### config.mk
export PLATFORM = sky130hd
export DESIGN_NAME = gaussian_input_feeder
export DESIGN_NICKNAME = d
export VERILOG_FILES = /design/src/rtl/gaussian_input_feeder.sv
export SDC_FILE = /design/constraint.sdc
export NUM_CORES = 1
export LEC_CHECK = 0
export BUFFER_PORTS_ARGS = -buffer_cell sky130_fd_sc_hd__buf_2
export CAP_MARGIN = 20
export CELL_PAD_IN_SITES_DETAIL_PLACEMENT = 0
export CELL_PAD_IN_SITES_GLOBAL_PLACEMENT = 2
export CORE_MARGIN = 3
export CORE_UTILIZATION = 48
export CTS_CLUSTER_DIAMETER = 200
export CTS_CLUSTER_SIZE = 10
export DETAILED_ROUTE_END_ITERATION = 8
export GPL_ROUTABILITY_DRIVEN = 0
export PLACE_DENSITY = 0.89
export SETUP_SLACK_MARGIN = 0.5
export SYNTH_ARGS = -nofsm -noshare
export SYNTH_HDL_FRONTEND = slang
export SYNTH_SLANG_ARGS = --single-unit
### constraint.sdc
create_clock -name clk -period 4.28 [get_ports clk]
set_input_delay 0.856 -clock clk [delete_from_list [all_inputs] [get_ports clk]]
set_output_delay 0.856 -clock clk [all_outputs]
set_load 0.1 [all_outputs]
### src/rtl/gaussian_input_feeder.sv
// Input feeder for the gaussian accelerator: a show-ahead pixel FIFO behind a
// valid/ready host stream, served to a pull-style port, with frame and underrun tracking.
module gaussian_input_feeder #(
  parameter int WIDTH        = 16,
  parameter int DEPTH        = 16,
  parameter int FRAME_PIXELS = 4096
) (
  input  logic                       clk,
  input  logic                       rst_n,
  input  logic                       flush,
  input  logic                       in_valid,
  output logic                       in_ready,
  input  logic [WIDTH-1:0]           in_data,
  input  logic                       hw_input_stencil_op_hcompute_hw_input_global_wrapper_stencil_read_en,
  output logic [WIDTH-1:0]           hw_input_stencil_op_hcompute_hw_input_global_wrapper_stencil_read [0:0],
  output logic [$clog2(DEPTH+1)-1:0] level,
  output logic                       frame_done,
  output logic                       underrun
);

  localparam int PW = $clog2(DEPTH);
  localparam int LW = $clog2(DEPTH+1);
  localparam int CW = $clog2(FRAME_PIXELS+1);
  localparam logic [LW-1:0] FULL = LW'(DEPTH);
  localparam logic [CW-1:0] LAST = CW'(FRAME_PIXELS-1);

  logic [WIDTH-1:0] mem [DEPTH];
  logic [PW-1:0]    rd_ptr;
  logic [PW-1:0]    wr_ptr;
  logic [CW-1:0]    pix_cnt;
  logic             clr;
  logic             push;
  logic             pop;
  logic             rd_en;

  assign rd_en = hw_input_stencil_op_hcompute_hw_input_global_wrapper_stencil_read_en;
  assign clr   = !rst_n || flush;

  // Ready depends only on registered occupancy, never on the pop request.
  assign in_ready = !clr && (level != FULL);
  assign push     = in_valid && in_ready;
  assign pop      = rd_en && (level != '0);

  assign hw_input_stencil_op_hcompute_hw_input_global_wrapper_stencil_read[0] =
    (level == '0) ? '0 : mem[rd_ptr];

  always_ff @(posedge clk) begin
    if (push) begin
      mem[wr_ptr] <= in_data;
    end
  end

  always_ff @(posedge clk) begin
    if (clr) begin
      rd_ptr     <= '0;
      wr_ptr     <= '0;
      level      <= '0;
      pix_cnt    <= '0;
      frame_done <= 1'b0;
      underrun   <= 1'b0;
    end else begin
      if (push) begin
        wr_ptr <= wr_ptr + 1'b1;
      end
      if (pop) begin
        rd_ptr <= rd_ptr + 1'b1;
      end
      unique case ({push, pop})
        2'b10:   level <= level + 1'b1;
        2'b01:   level <= level - 1'b1;
        default: level <= level;
      endcase
      frame_done <= pop && (pix_cnt == LAST);
      if (pop) begin
        pix_cnt <= (pix_cnt == LAST) ? '0 : pix_cnt + 1'b1;
      end
      if (rd_en && (level == '0)) begin
        underrun <= 1'b1;
      end
    end
  end

endmodule

==> flow_summary_export.csv <==
group,metric,value,unit
run_status,status,"finished, final reports clean",
drt,drt_iter0_drc,511,
die,die_area,25300,um2
synthesis,ys_top_cells_by_area,"edfxtp_1, mux4_2, dfxtp_1",
synthesis,async_flop_share,0,%
sta,worstMarginPinSlew,661,ps
die,core,22800,um2
global_route,grt_pass1_wl,35800,um
pwr,ir_drop,0.000244,V
place,dp_hpwl,13500,um
synthesis,synth_xor_area_share,1.40,%
die,start_util,49.3,%
drt,first_pass_iters,4,
drt,wl,23000,um
cts,cts_max_level,2,
cts,cts_sinks,288,
synthesis,synth-compound-area-share,2.58,%
worst_setup_path,cp.required,3420,ps
drt,route.vias.total,5715,
synthesis,ys_top_cells_by_count,"edfxtp_1, mux4_2, nor2_1, mux2i_1, dfxtp_1",
finish,layout.area.seq,8330,um2
cts,root_buffer,"clkbuf_16",
sta,period_needed,3620,ps
worst_setup_path,critical_path_peak_fanout,13,
worst_setup_path,arrival,2760,ps
global_route,grt_max_degree,32,
worst_setup_path,max_stage_delay,680,ps
sta,hold_viol_final,0,
sta,maxSlewViolCount,0,
cts,cts_tree,"done",
cts,cts_made_buffers,34,
global_route,grtUsageTotal,18.6,%
cts,postCtsSetupBuffers,0,
sta,finalSetupViolCount,0,
flow_run,maxCapViolCount,0,
finish,fin_nets,688,
worst_setup_path,crit_path_cell_trace,"or4_1, o21ai_2, buf_4, o22ai_1, buf_2",
hold_path,hold_depth,2,
worst_setup_path,startpoint_type,"flop",
synthesis,synth.largest_area_cell,"edfxtp_1",
synthesis,yosysWarnings,0,
pwr,p_leak,0.00411,uW
synthesis,syn_area_per_cell,19.4,um2
worst_setup_path,crit_family,"buffers and inverters",
finish,fillCellCount,1738,
cts,insertion_delay,500,ps
synthesis,seq_area_frac_synth,73.9,%
sta,rsz0062_at_grt,"false",
die,dieHeight,159,um
pwr,finalPower,5670,uW
synthesis,synth-adder-area-share,1.11,%
drt,drc,0,
worst_setup_path,cp_num_cells,5,
synthesis,synth_top_family_by_area,"multiplexers",
worst_setup_path,end_kind,"output pin",
synthesis,ys.flop_type,"edfxtp_1",
pwr,power.density,435,nW/um2
sta,finalClockSkew,18.0,ps
synthesis,ys_ff_latch,288,
global_route,first_global_vias,5968,
synthesis,mappedNetlistArea,11300,um2
synthesis,yosys.area_share.simple,3.82,%
place,port_buffers,44,
global_route,antenna_found_initial,0,
cts,cts_buffer_depth,3,
hold_path,hold_path.class,"flop to flop",
synthesis,synth.most_common_cell,"edfxtp_1",
synthesis,postSynthCellCount,581,
worst_setup_path,crit_slowest_cell,"or4_1",
die,ios,45,
synthesis,synth_top_area_share,68.2,%
synthesis,synthesis.nets,612,
worst_setup_path,r2r_cells,11,
worst_setup_path,r2r-end,"level[4]",
cts,clk_pin_slew_worst_paths,50,ps
worst_setup_path,crit_type,"flop to output pin",
hold_path,hold_start,"underrun",
drt,wire_per_inst,23.4,um
global_route,grt_overflow,0,
die,die_w,159,um
finish,drive_gt1_share,29.1,%
synthesis,synthMuxAreaShare,15.7,%
sta,fin_hold_ws,463,ps
sta,slew_headroom,55.9,%
synthesis,yosys.cell_types.count,45,
drt,postRouteAntennaNets,0,
place,dp_cells,934,
die,fp-row-count,55,
sta,fin_crit_sh,84.5,%
finish,utilization,57.2,%
worst_setup_path,worstPathBufferInverterCount,2,
finish,multi_input_comb_area,2930,um2
worst_setup_path,r2r_start,"level[1]",
drt,viasPerCell,5.81,
hold_path,hold_path_end,"underrun",
synthesis,synth_edf_count,256,
sta,max_freq,277,MHz
finish,n_antenna_cell,0,
finish,area_growth,15.9,%
worst_setup_path,rrSetupSlack,1050,ps
finish,stdcell_count,983,
logic make-up (layout without fill, tap and decap cells):
group,count (synthesis),in the layout
DFF,288,288
muxes,97,97
and+or+nand+nor,90,90
AOI/OAI and AO/OA,42,42
buffers and inverters,36,125
xor gates and xnor gates,18,18
adders and majority gates,10,10
area by class of cell:
class / instances / area share [%]
clock buffer: 46 / 6.94
clock inverter: 3 / 0.259
inverter: 6 / 0.192
multi-input combinational: 257 / 22.4
sequential: 288 / 63.8
tap: 313 / 3.00
timing repair buffer: 70 / 3.37
power by group:
part / total (uW) / internal, uW / switching [uW]
Sequential: 3070 / 3060 / 3.64
Combinational: 141 / 35.2 / 106
Clock: 2470 / 1470 / 997
Total: 5670 / 4570 / 1110
registers in the layout (all words and copies together) (netlist names), named ones only:
signal / flops
mem: 256
pix_cnt: 13
level: 5
rd_ptr: 4
wr_ptr: 4
frame_done: 1
underrun: 1
worst min-delay path, cell delays in order (launching register included):
cell,delay (ps)
dfxtp_1,320
a21oi_1,40
nor2_1,70
how the worst max path moves through the flow:
stage          slack (ps)         end      from
2_1_floorplan         -20  output pin  level[2]
3_3_place_gp         1060  output pin  level[1]
3_5_place_dp          970  output pin  level[1]
4_1_cts               620  output pin      flop
5_1_grt               510  output pin      flop
6_report              660  output pin  level[1]
through the flow:
step	area, um2	setup WS [ps]	setup TNS (ps)
after floorplan	11400	-23.4	-140
after global placement	12100	1060	0
after detailed placement	12100	974	0
after CTS	13100	621	0
after global routing	13100	508	0
final	13100	664	0
layer usage:
layer	vias up	global-route usage, %	wire (um)
li1	2510	-	-
met1	2981	26.4	9740
met2	198	30.8	11600
met3	26	2.78	1330
met4	0	4.66	316
met5	-	0	0
cells in the final DEF, fill, tap and decap left out, types with 5 or more instances in the layout:
cell       count
nand2_1       15
xor2_1        10
o22ai_4        9
mux4_2        64
edfxtp_1     256
o22ai_1        7
dfxtp_1       29
nand3_1        8
a21oi_1        8
clkbuf_1      11
nand4_1        6
clkbuf_16     34
buf_2         44
inv_1          5
mux2i_1       33
buf_4         24
nor2_1        37
ha_1          10
xnor2_1        8
what timing repair did:
item                                    4_1_cts  5_1_grt
hold buffers                                  0        0
endpoints found under the setup margin       11        0
resized for setup                             1        0
No activity file was read; power rests on OpenSTA's default activity.
